<file path="src/rtl/alu_pkg.sv">
// Shared ALU definitions: word width, opcode encodings and the word type.
package alu_pkg;

  localparam int unsigned WORD_W = 16;

  typedef logic [WORD_W-1:0] word_t;

  localparam logic [7:0] xADD  = 8'h01;
  localparam logic [7:0] xADC  = 8'h02;
  localparam logic [7:0] xSUB  = 8'h03;
  localparam logic [7:0] xSUC  = 8'h04;
  localparam logic [7:0] xMUL8 = 8'h05;
  localparam logic [7:0] xMUL6 = 8'h06;
  localparam logic [7:0] xDIV8 = 8'h07;
  localparam logic [7:0] xDIV6 = 8'h08;
  localparam logic [7:0] xCMP  = 8'h09;
  localparam logic [7:0] xAND  = 8'h0A;
  localparam logic [7:0] xNEG  = 8'h0B;
  localparam logic [7:0] xNOT  = 8'h0C;
  localparam logic [7:0] xOR   = 8'h0D;
  localparam logic [7:0] xSHL  = 8'h0E;
  localparam logic [7:0] xSHR  = 8'h0F;
  localparam logic [7:0] xXOR  = 8'h10;
  localparam logic [7:0] xTEST = 8'h11;

endpackage

</file>
<file path="src/rtl/alu_if.sv">
// Operand/opcode inputs and registered result/flag outputs of the ALU.
interface alu_if;
  import alu_pkg::*;

  word_t      a;
  word_t      b;
  logic [7:0] op;
  logic       cf;
  word_t      acc;
  word_t      c;
  logic       c_flag;
  logic       z_flag;
  logic       o_flag;

  modport master (output a, b, op, cf, input acc, c, c_flag, z_flag, o_flag);
  modport slave  (input a, b, op, cf, output acc, c, c_flag, z_flag, o_flag);
endinterface

</file>
<file path="src/rtl/divu16.sv">
// Combinational unsigned restoring divider; a zero divisor yields an all-ones
// quotient, which the caller overrides.
module divu16
  import alu_pkg::*;
(
  input  word_t dividend,
  input  word_t divisor,
  output word_t quotient,
  output word_t remainder
);

  logic [WORD_W:0] rem;
  word_t           quo;

  always_comb begin
    rem = '0;
    quo = '0;
    for (int unsigned k = 0; k < WORD_W; k++) begin
      rem = {rem[WORD_W-1:0], dividend[WORD_W-1-k]};
      if (rem >= {1'b0, divisor}) begin
        rem              = rem - {1'b0, divisor};
        quo[WORD_W-1-k]  = 1'b1;
      end
    end
  end

  assign quotient  = quo;
  assign remainder = rem[WORD_W-1:0];

endmodule

</file>
<file path="src/rtl/alu.sv">
// 16-bit ALU: combinational result/flag selection into one output register
// stage; unused opcodes hold every output.
module alu
  import alu_pkg::*;
(
  input  logic  clk,
  input  logic  reset,
  alu_if.slave  bus
);

  word_t acc_q, acc_d, c_q, c_d;
  logic  c_flag_q, c_flag_d, z_flag_q, z_flag_d, o_flag_q, o_flag_d;

  logic            carry_in, borrow_in;
  logic [WORD_W:0] add_s, sub_s;
  logic            add_ovf, sub_ovf;
  logic [2*WORD_W-1:0] prod;
  word_t           mul8, div_n, div_d, div_q, div_r;
  logic            is_div8;

  always_comb begin
    carry_in  = (bus.op == xADC) & bus.cf;
    borrow_in = (bus.op == xSUC) & bus.cf;
    add_s     = {1'b0, bus.a} + {1'b0, bus.b} + {{WORD_W{1'b0}}, carry_in};
    // bit WORD_W of the 17-bit difference is the borrow out
    sub_s     = {1'b0, bus.a} - {1'b0, bus.b} - {{WORD_W{1'b0}}, borrow_in};
    add_ovf   = (bus.a[WORD_W-1] == bus.b[WORD_W-1]) && (add_s[WORD_W-1] != bus.a[WORD_W-1]);
    sub_ovf   = (bus.a[WORD_W-1] != bus.b[WORD_W-1]) && (sub_s[WORD_W-1] != bus.a[WORD_W-1]);
    prod      = (2*WORD_W)'(bus.a) * (2*WORD_W)'(bus.b);
    mul8      = WORD_W'(bus.a[7:0]) * WORD_W'(bus.b[7:0]);
    is_div8   = (bus.op == xDIV8);
    div_n     = is_div8 ? {8'h00, bus.a[7:0]} : bus.a;
    div_d     = is_div8 ? {8'h00, bus.b[7:0]} : bus.b;
  end

  divu16 u_div (
    .dividend  (div_n),
    .divisor   (div_d),
    .quotient  (div_q),
    .remainder (div_r)
  );

  always_comb begin
    acc_d    = acc_q;
    c_d      = c_q;
    c_flag_d = c_flag_q;
    z_flag_d = z_flag_q;
    o_flag_d = o_flag_q;
    unique case (bus.op)
      xADD, xADC: begin
        acc_d    = add_s[WORD_W-1:0];
        c_d      = '0;
        c_flag_d = add_s[WORD_W];
        o_flag_d = add_ovf;
        z_flag_d = (add_s[WORD_W-1:0] == '0);
      end
      xSUB, xSUC, xCMP: begin
        if (bus.op != xCMP) begin
          acc_d = sub_s[WORD_W-1:0];
          c_d   = '0;
        end
        c_flag_d = sub_s[WORD_W];
        o_flag_d = sub_ovf;
        z_flag_d = (sub_s[WORD_W-1:0] == '0);
      end
      xMUL8: begin
        acc_d    = mul8;
        c_d      = '0;
        c_flag_d = 1'b0;
        o_flag_d = 1'b0;
        z_flag_d = (mul8 == '0);
      end
      xMUL6: begin
        acc_d    = prod[WORD_W-1:0];
        c_d      = prod[2*WORD_W-1:WORD_W];
        c_flag_d = 1'b0;
        o_flag_d = 1'b0;
        z_flag_d = (prod == '0);
      end
      xDIV8, xDIV6: begin
        c_flag_d = 1'b0;
        if (div_d == '0) begin
          acc_d    = '1;
          c_d      = bus.a;
          o_flag_d = 1'b1;
          z_flag_d = 1'b0;
        end else begin
          acc_d    = is_div8 ? {div_r[7:0], div_q[7:0]} : div_q;
          c_d      = is_div8 ? '0 : div_r;
          o_flag_d = 1'b0;
          z_flag_d = is_div8 ? ({div_r[7:0], div_q[7:0]} == '0) : (div_q == '0);
        end
      end
      xAND, xOR, xXOR, xNEG, xNOT: begin
        case (bus.op)
          xAND:    acc_d = bus.a & bus.b;
          xOR:     acc_d = bus.a | bus.b;
          xXOR:    acc_d = bus.a ^ bus.b;
          xNEG:    acc_d = '0 - bus.a;
          default: acc_d = ~bus.a;
        endcase
        c_d      = '0;
        c_flag_d = 1'b0;
        o_flag_d = 1'b0;
        z_flag_d = (acc_d == '0);
      end
      xSHL, xSHR: begin
        acc_d    = (bus.op == xSHL) ? {bus.a[WORD_W-2:0], 1'b0} : {1'b0, bus.a[WORD_W-1:1]};
        c_d      = '0;
        c_flag_d = (bus.op == xSHL) ? bus.a[WORD_W-1] : bus.a[0];
        o_flag_d = 1'b0;
        z_flag_d = (acc_d == '0);
      end
      xTEST: begin
        c_flag_d = 1'b0;
        o_flag_d = 1'b0;
        z_flag_d = ((bus.a & bus.b) == '0);
      end
      default: ;
    endcase
  end

  always_ff @(posedge clk) begin
    if (reset) begin
      acc_q    <= '0;
      c_q      <= '0;
      c_flag_q <= 1'b0;
      z_flag_q <= 1'b0;
      o_flag_q <= 1'b0;
    end else begin
      acc_q    <= acc_d;
      c_q      <= c_d;
      c_flag_q <= c_flag_d;
      z_flag_q <= z_flag_d;
      o_flag_q <= o_flag_d;
    end
  end

  assign bus.acc    = acc_q;
  assign bus.c      = c_q;
  assign bus.c_flag = c_flag_q;
  assign bus.z_flag = z_flag_q;
  assign bus.o_flag = o_flag_q;

endmodule

</file>
<file path="src/flat_wrapper.sv">
// flat-port wrapper written by rule: the top's interface ports become plain ports
module alu_flat import alu_pkg::*;
  (clk, reset, bus_a, bus_b, bus_op, bus_cf, bus_acc, bus_c, bus_c_flag, bus_z_flag, bus_o_flag);
  alu_if bus_i ();
  input  logic clk;
  input  logic reset;
  input wire logic [$bits(bus_i.a)-1:0] bus_a;
  input wire logic [$bits(bus_i.b)-1:0] bus_b;
  input wire logic [$bits(bus_i.op)-1:0] bus_op;
  input wire logic [$bits(bus_i.cf)-1:0] bus_cf;
  output wire logic [$bits(bus_i.acc)-1:0] bus_acc;
  output wire logic [$bits(bus_i.c)-1:0] bus_c;
  output wire logic [$bits(bus_i.c_flag)-1:0] bus_c_flag;
  output wire logic [$bits(bus_i.z_flag)-1:0] bus_z_flag;
  output wire logic [$bits(bus_i.o_flag)-1:0] bus_o_flag;
  assign bus_i.a = bus_a;
  assign bus_i.b = bus_b;
  assign bus_i.op = bus_op;
  assign bus_i.cf = bus_cf;
  assign bus_acc = bus_i.acc;
  assign bus_c = bus_i.c;
  assign bus_c_flag = bus_i.c_flag;
  assign bus_z_flag = bus_i.z_flag;
  assign bus_o_flag = bus_i.o_flag;
  alu u_core (.clk(clk), .reset(reset), .bus(bus_i));
endmodule
</file>
<file path="config.mk">
export PLATFORM = sky130hd
export DESIGN_NAME = alu_flat
export DESIGN_NICKNAME = d
export VERILOG_FILES = /design/src/rtl/alu_pkg.sv /design/src/rtl/alu_if.sv /design/src/rtl/divu16.sv /design/src/rtl/alu.sv /design/src/flat_wrapper.sv
export SDC_FILE = /design/constraint.sdc
export NUM_CORES = 1
export LEC_CHECK = 0
export CORE_ASPECT_RATIO = 1.2
export CORE_MARGIN = 2
export CORE_UTILIZATION = 55
export DETAILED_ROUTE_END_ITERATION = 10
export PLACE_DENSITY_LB_ADDON = 0.12
export SETUP_SLACK_MARGIN = 0.4
export SYNTH_ARGS = -nofsm -noshare
export SYNTH_HDL_FRONTEND = slang
export SYNTH_HIERARCHICAL = 1
export SYNTH_SLANG_ARGS = --single-unit
</file>
<file path="constraint.sdc">
create_clock -name clk -period 95.8 [get_ports clk]
set_input_delay 23.95 -clock clk [delete_from_list [all_inputs] [get_ports clk]]
set_output_delay 23.95 -clock clk [all_outputs]
set_load 0.03 [all_outputs]
</file>
==> results of run 1 <==
flip-flops by register name (all words and copies together), names as in the netlist:
register           cells
u_core/bus.o_flag      1
u_core/bus.c_flag      1
u_core/bus.acc        16
u_core/bus.z_flag      1
u_core/bus.c          16
cells in the mapped netlist, drive strengths merged, types with 11 or more instances:
| library cell | number | share of area |
|---|---|---|
| o22ai | 13 | 0.0027 |
| nand2b | 43 | 0.0090 |
| and4 | 12 | 0.0035 |
| ha | 443 | 0.19 |
| nor2 | 379 | 0.048 |
| nor3b | 11 | 0.0028 |
| a21oi | 210 | 0.035 |
| a31oi | 27 | 0.0056 |
| clkbuf | 104 | 0.013 |
| mux2i | 50 | 0.017 |
| nor4 | 46 | 0.010 |
| a21o | 83 | 0.021 |
| o211ai | 20 | 0.0050 |
| o41ai | 15 | 0.0046 |
| a221oi | 23 | 0.0069 |
| nand3 | 58 | 0.0097 |
| dfxtp | 35 | 0.023 |
| a211oi | 37 | 0.0094 |
| nor2b | 61 | 0.013 |
| xnor2 | 122 | 0.036 |
| fa | 249 | 0.17 |
| o31ai | 15 | 0.0042 |
| o21ai | 212 | 0.035 |
| or3 | 33 | 0.0069 |
| o21a | 49 | 0.012 |
| inv | 505 | 0.063 |
| mux2 | 156 | 0.060 |
| nor3 | 78 | 0.013 |
| nand4 | 55 | 0.012 |
| or4 | 15 | 0.0040 |
| and3 | 30 | 0.0063 |
| buf | 26 | 0.0041 |
| a222oi | 13 | 0.0043 |
| o211a | 13 | 0.0043 |
| xor2 | 84 | 0.025 |
| or2 | 20 | 0.0042 |
| a21boi | 39 | 0.0098 |
| and2 | 20 | 0.0043 |
| nand2 | 357 | 0.045 |
metal layers:
metal  up-vias  part of all wire  track usage
met5         -           0.00023            0
met4         4             0.094        0.329
met3       522             0.088       0.0694
met2      1563              0.45        0.664
met1     14420              0.36        0.460
li1      13886                 -            -
worst paths after layout:
| path | from | end | slack, ps | depth (start not counted) |
|---|---|---|---|---|
| setup / recovery | bus_op[4] | u_core/bus.z_flag | 12110 | 263 |
| hold reg to reg | u_core/bus.acc[11] | u_core/bus.acc[11] | 480 | 2 |
| setup reg to reg | u_core/bus.z_flag | u_core/bus.z_flag | 93890 | 7 |
| hold / removal | u_core/bus.acc[11] | u_core/bus.acc[11] | 480 | 2 |
cell families after synthesis:
kind of cell             after synthesis
buffers and inverters                644
multiplexers                         206
AO/OA/AOI/OAI                        913
adder cells (fa/ha/maj)              692
XOR/XNOR                             206
AND/OR/NAND/NOR                     1252
flip-flops                            35
worst register-to-register path: cells and delay by family (launching register included):
family | cells | cell delay, ps
AO/OA/AOI/OAI | 6 | 1050
AND/OR/NAND/NOR | 1 | 310
flip-flops | 1 | 420
layout make-up:
type                    instances  area (um^2)  share of cell area
clock buffers                   5          125             0.00394
well taps                     712          891              0.0281
diodes                         11         27.5            0.000868
flip-flops and latches         35          701              0.0221
repair buffers                140         1230              0.0387
inverters                     514         1930              0.0608
multi-input cells            3269        26800               0.845
clock inverters                 3         20.0            0.000631
through the flow:
step,utilization,hold WS (ps),cells,area [um^2],worst slack [ps]
global route,0.590,523,4679,31700,6230
detailed placement,0.587,462,4670,31600,13310
CTS,0.590,481,4678,31700,13380
floorplan,-,580,3948,29900,20830
global placement,0.587,456,4670,31600,15290
finish,0.590,484,4689,31700,12110
==> impl_metrics.prom, run 1 <==
# TYPE chip_impl_metric gauge
chip_impl_metric{name="cts.clk_slew.worst_paths",unit="ps"} 70
chip_impl_metric{name="place.detailed.hpwl",unit="mm"} 89.5
chip_impl_info{name="crit_path_top_delay_cell",value="sky130_fd_sc_hd__a2111oi_0"} 1
chip_impl_metric{name="antenna_violations_before_repair",unit=""} 11
chip_impl_metric{name="timing.slew.headroom",unit=""} 0.134
chip_impl_metric{name="numClockSinks",unit=""} 35
chip_impl_metric{name="postCtsResizedCells",unit=""} 0
chip_impl_metric{name="maximum_number_of_pins_on_one_net_before_global_route_repair",unit=""} 44
chip_impl_info{name="synthFlopType",value="sky130_fd_sc_hd__dfxtp_1"} 1
chip_impl_metric{name="wire_length_of_the_first_global_routing_pass",unit="mm"} 174
chip_impl_info{name="worst_path_most_repeated_cell",value="sky130_fd_sc_hd__o21ai_0"} 1
chip_impl_metric{name="synthCells",unit=""} 3948
chip_impl_metric{name="maximum_single_stage_delay_on_the_critical_path",unit="ps"} 940
chip_impl_metric{name="cts-buffers-inserted",unit=""} 5
chip_impl_info{name="setup_repair_after_global_routing_missed_its_margin",value="no"} 1
chip_impl_metric{name="drt_iter0_markers",unit=""} 2619
chip_impl_metric{name="slew_at_the_pin_with_the_worst_max_slew_slack",unit="ps"} 1300
chip_impl_metric{name="synth_enable_flop_cells",unit=""} 0
chip_impl_info{name="hp-class",value="reg -> reg"} 1
chip_impl_info{name="dominant_combinational_cell_family_by_area_after_synthesis",value="adder cells"} 1
chip_impl_metric{name="design.core.area",unit="um^2"} 53800
chip_impl_metric{name="clockBufferDepth",unit=""} 2
chip_impl_metric{name="min_period",unit="ps"} 83690
chip_impl_metric{name="critPathBufInv",unit=""} 23
chip_impl_metric{name="cp_max_fo",unit=""} 21
chip_impl_metric{name="timing_hold_violations_final",unit=""} 0
chip_impl_metric{name="yosysUniqueCellTypes",unit=""} 105
chip_impl_info{name="leading_cell_type_in_the_layout_fill_and_taps_excluded",value="sky130_fd_sc_hd__inv_1"} 1
chip_impl_metric{name="post_synth_and_or_nand_nor_area_fraction",unit=""} 0.201
chip_impl_metric{name="post_synth_instance_area",unit="um^2"} 29900
chip_impl_metric{name="detailedRoute.firstPassIterationCount",unit=""} 8
chip_impl_metric{name="postCtsSetupBuffers",unit=""} 0
chip_impl_metric{name="post_synthesis_adder_cell_area_fraction",unit=""} 0.352
chip_impl_metric{name="final.period_utilization",unit=""} 0.874
chip_impl_metric{name="num_vias",unit=""} 30395
chip_impl_metric{name="grt_pass1_vias",unit=""} 29706
chip_impl_info{name="critical_path.startpoint_type",value="primary input"} 1
chip_impl_metric{name="floorplan.io_pins",unit=""} 78
chip_impl_info{name="cts-root-buf",value="sky130_fd_sc_hd__clkbuf_16"} 1
chip_impl_info{name="cts_tree",value="done"} 1
chip_impl_metric{name="avg_synthesized_cell_area",unit="um^2"} 7.58
chip_impl_metric{name="design.die.area",unit="um^2"} 56300
chip_impl_metric{name="timing.critical_path.arrival",unit="ps"} 83930
chip_impl_metric{name="drt-total-wl",unit="mm"} 115
chip_impl_metric{name="synth_xor_area_frac",unit=""} 0.0603
chip_impl_metric{name="die_h",unit="um"} 260
chip_impl_info{name="mostFrequentLayoutCells",value="496 x sky130_fd_sc_hd__inv_1, 443 x sky130_fd_sc_hd__ha_1, 378 x sky130_fd_sc_hd__nor2_1, 357 x sky130_fd_sc_hd__nand2_1, 249 x sky130_fd_sc_hd__fa_1"} 1
chip_impl_metric{name="maxClockFrequency",unit="GHz"} 0.0119
chip_impl_metric{name="layout.nets",unit=""} 4700
chip_impl_metric{name="muxShareOfSynthArea",unit=""} 0.0767
chip_impl_metric{name="overflow",unit=""} 0
chip_impl_metric{name="routedWlPerCell",unit="um"} 24.6
chip_impl_metric{name="yosys_register_bits",unit=""} 35
chip_impl_metric{name="synth_compound_area_frac",unit=""} 0.206
chip_impl_info{name="crit_path_end_kind",value="flip-flop"} 1
chip_impl_metric{name="initial_utilization",unit=""} 0.557
chip_impl_metric{name="setup_skew_after_layout",unit="ps"} 0
chip_impl_metric{name="port-buffer-count",unit=""} 77
chip_impl_metric{name="areaGrowthSynthToFinish",unit="%"} 6.00
chip_impl_metric{name="place_congestion",unit=""} 1.05
chip_impl_metric{name="placementRows",unit=""} 93
chip_impl_metric{name="vias_per_cell",unit=""} 6.48
chip_impl_metric{name="final_antenna_net_count",unit=""} 0
chip_impl_info{name="run_status",value="complete, no violations"} 1
chip_impl_metric{name="final.setup.tns",unit="ps"} 0
chip_impl_info{name="cp_top_family",value="compound AO/OA/AOI/OAI gates"} 1
chip_impl_metric{name="synth_nets",unit=""} 4683
chip_impl_metric{name="finalSetupViolCount",unit=""} 0
chip_impl_metric{name="number_of_violations_of_the_max_capacitance_limit",unit=""} 0
chip_impl_metric{name="yosys_warnings",unit=""} 6
chip_impl_metric{name="n_fill_cell",unit=""} 5291
chip_impl_metric{name="drc",unit=""} 0
chip_impl_metric{name="grt_util_all_layers",unit=""} 0.403
chip_impl_metric{name="clkLatencyLatePin",unit="ps"} 300
chip_impl_metric{name="drive_above_1_share",unit=""} 0.0724
chip_impl_metric{name="synth-seq-area-share",unit=""} 0.0234
chip_impl_info{name="timing.setup.critical_path_class",value="in -> reg"} 1
chip_impl_metric{name="floorplan.die.width",unit="um"} 217
chip_impl_metric{name="h-tree-depth",unit=""} 2
chip_impl_metric{name="cts-hold-fix-buffers",unit=""} 0
chip_impl_metric{name="slew_viol_final",unit=""} 0
chip_impl_metric{name="asyncSetResetFlopFracSynth",unit=""} 0
chip_impl_metric{name="timing.critical_path.required",unit="ps"} 96040
Power of run 1 is left out: the tool's default activity adds up to more than one toggle a clock period on the data nets, which glitch-free logic cannot reach.
==> inputs of run 2 (changes only) <==
--- a/config.mk
+++ b/config.mk
@@ -11,6 +11,7 @@
 export DETAILED_ROUTE_END_ITERATION = 10
 export PLACE_DENSITY_LB_ADDON = 0.12
 export SETUP_SLACK_MARGIN = 0.4
+export SLEW_MARGIN = 40
 export SYNTH_ARGS = -nofsm -noshare
 export SYNTH_HDL_FRONTEND = slang
 export SYNTH_HIERARCHICAL = 1
==> run 2 against run 1 <==
  * Critical endpoint unchanged
  * Clock-buffer cell count up 1
  * Routed wire length is 0.36% higher
  * Utilization increased by 0.11 points
  * Setup slack improved by 910 ps
  * Global-route usage is 0.073 points higher
  * Design area increased by 0.19%
  * Flip-flop and latch count is the same
  * Critical path depth up 1
  * Sequential share of layout area is essentially flat
  * Die area stayed put
==> impl_metrics.prom, run 2 (same netlist as run 1, synthesis figures left out) <==
# TYPE chip_impl_metric gauge
chip_impl_metric{name="wire_length_of_the_first_global_routing_pass",unit="mm"} 174
chip_impl_metric{name="cts-hold-fix-buffers",unit=""} 0
chip_impl_metric{name="vias_per_cell",unit=""} 6.45
chip_impl_metric{name="fin_util",unit=""} 0.591
chip_impl_metric{name="timing.critical_path.arrival",unit="ps"} 83020
chip_impl_metric{name="drc",unit=""} 0
chip_impl_metric{name="cp_num_cells",unit=""} 264
chip_impl_metric{name="maximum_single_stage_delay_on_the_critical_path",unit="ps"} 840
chip_impl_metric{name="drt_iter0_markers",unit=""} 2820
chip_impl_metric{name="postCtsSetupBuffers",unit=""} 0
chip_impl_info{name="worst_path_most_repeated_cell",value="sky130_fd_sc_hd__o21ai_0"} 1
chip_impl_metric{name="post_layout_nonfiller_instances",unit=""} 4687
chip_impl_metric{name="setup_skew_after_layout",unit="ps"} 0
chip_impl_metric{name="routed_met3_length",unit="mm"} 10.0
chip_impl_metric{name="design.die.area",unit="um^2"} 56300
chip_impl_metric{name="place_congestion",unit=""} 1.05
chip_impl_metric{name="postCtsResizedCells",unit=""} 0
chip_impl_metric{name="slew_at_the_pin_with_the_worst_max_slew_slack",unit="ps"} 968
chip_impl_metric{name="layout.nets",unit=""} 4703
chip_impl_info{name="setup_repair_after_global_routing_missed_its_margin",value="no"} 1
chip_impl_metric{name="num_vias",unit=""} 30223
chip_impl_metric{name="clkLatencyLatePin",unit="ps"} 310
chip_impl_info{name="critical_path.startpoint_type",value="primary input"} 1
chip_impl_metric{name="port-buffer-count",unit=""} 77
chip_impl_metric{name="maxClockFrequency",unit="GHz"} 0.0121
chip_impl_metric{name="die_h",unit="um"} 260
chip_impl_metric{name="initial_utilization",unit=""} 0.557
chip_impl_metric{name="critPathBufInv",unit=""} 23
chip_impl_metric{name="clockBufferDepth",unit=""} 2
chip_impl_info{name="crit_path_end_kind",value="flip-flop"} 1
chip_impl_metric{name="post_placement_cell_count",unit=""} 4671
chip_impl_metric{name="routedWlPerCell",unit="um"} 24.7
chip_impl_metric{name="floorplan.die.width",unit="um"} 217
chip_impl_metric{name="detailedRoute.firstPassIterationCount",unit=""} 6
chip_impl_metric{name="placementRows",unit=""} 93
chip_impl_info{name="cp_top_family",value="compound AO/OA/AOI/OAI gates"} 1
chip_impl_metric{name="cp_max_fo",unit=""} 21
chip_impl_metric{name="wl_met2",unit="mm"} 52.6
chip_impl_metric{name="final.period_utilization",unit=""} 0.864
chip_impl_metric{name="timing.slew.headroom",unit=""} 0.354
chip_impl_metric{name="areaGrowthSynthToFinish",unit="%"} 6.20
chip_impl_info{name="mostFrequentLayoutCells",value="493 x sky130_fd_sc_hd__inv_1, 443 x sky130_fd_sc_hd__ha_1, 376 x sky130_fd_sc_hd__nor2_1, 357 x sky130_fd_sc_hd__nand2_1, 249 x sky130_fd_sc_hd__fa_1"} 1
chip_impl_info{name="reg2reg_start",value="u_core/bus.z_flag"} 1
chip_impl_metric{name="numClockSinks",unit=""} 35
chip_impl_metric{name="r2r.worst_path.cells",unit=""} 7
chip_impl_metric{name="final_antenna_net_count",unit=""} 0
chip_impl_info{name="hp-class",value="reg -> reg"} 1
chip_impl_metric{name="m1WireLength",unit="mm"} 42.4
chip_impl_metric{name="grt_pass1_vias",unit=""} 29633
chip_impl_metric{name="overflow",unit=""} 0
chip_impl_info{name="cts-root-buf",value="sky130_fd_sc_hd__clkbuf_16"} 1
chip_impl_info{name="cts_tree",value="done"} 1
chip_impl_metric{name="finalSetupViolCount",unit=""} 0
chip_impl_metric{name="worst_hold_path.num_cells",unit=""} 2
chip_impl_metric{name="cts.clk_slew.worst_paths",unit="ps"} 70
chip_impl_info{name="min-delay-start",value="u_core/bus.acc[11]"} 1
chip_impl_info{name="leading_cell_type_in_the_layout_fill_and_taps_excluded",value="sky130_fd_sc_hd__inv_1"} 1
chip_impl_metric{name="timing.critical_path.required",unit="ps"} 96040
chip_impl_metric{name="cts-buffers-inserted",unit=""} 5
chip_impl_metric{name="min_period",unit="ps"} 82780
chip_impl_metric{name="design.core.area",unit="um^2"} 53800
chip_impl_info{name="crit_path_start",value="bus_op[4]"} 1
chip_impl_info{name="crit_path_top_delay_cell",value="sky130_fd_sc_hd__clkdlybuf4s50_1"} 1
chip_impl_metric{name="floorplan.io_pins",unit=""} 78
chip_impl_metric{name="final.setup.tns",unit="ps"} 0
chip_impl_info{name="timing.setup.critical_path_class",value="in -> reg"} 1
chip_impl_info{name="run_status",value="complete, no violations"} 1
chip_impl_info{name="top_signal_layer_used",value="met5"} 1
chip_impl_metric{name="drive_above_1_share",unit=""} 0.0761
chip_impl_metric{name="timing_hold_violations_final",unit=""} 0
chip_impl_metric{name="place.detailed.hpwl",unit="mm"} 89.4
chip_impl_metric{name="maximum_number_of_pins_on_one_net_before_global_route_repair",unit=""} 44
chip_impl_metric{name="h-tree-depth",unit=""} 2
chip_impl_metric{name="antenna_violations_before_repair",unit=""} 8
chip_impl_metric{name="grt_util_all_layers",unit=""} 0.404
chip_impl_metric{name="drt-total-wl",unit="mm"} 116
chip_impl_metric{name="number_of_violations_of_the_max_capacitance_limit",unit=""} 0
chip_impl_metric{name="slew_viol_final",unit=""} 0
run 2: worst paths after layout:
check | end | slack (ps)
max | u_core/bus.z_flag | 13020
min | u_core/bus.acc[11] | 470
max reg2reg | u_core/bus.z_flag | 93880
min reg2reg | u_core/bus.acc[11] | 470
run 2: metrics by stage:
stage               setup slack [ps]  hold slack [ps]  cell area (um^2)
finish                         13020              469             31800
CTS                            13600              470             31700
global placement               15290              456             31600
floorplan                      20830              580             29900
detailed placement             13560              458             31600
global route                    7330              505             31800
run 2: metal layers:
| metal | global-route usage | up-vias |
|---|---|---|
| met5 | 0 | - |
| met4 | 0.304 | 8 |
| met3 | 0.0771 | 508 |
| met1 | 0.458 | 14320 |
| li1 | - | 13904 |
| met2 | 0.674 | 1483 |
run 2: area by class of cell:
class | count | area [um^2]
Multi-Input combinational cell | 3269 | 26900
Fill cell | 5238 | 22000
Inverter | 514 | 1930
Timing Repair Buffer | 143 | 1250
Tap cell | 712 | 891
Sequential cell | 35 | 701
Clock buffer | 6 | 129
Antenna cell | 6 | 15.0
Clock inverter | 2 | 12.5
run 2: worst min-delay path: cells and delay by family, from the launching register on:
kind            cells  cell delay (ps)
simple gates        1               50
flops               1              320
compound gates      1               50
Power of run 2 is left out for the same reason.
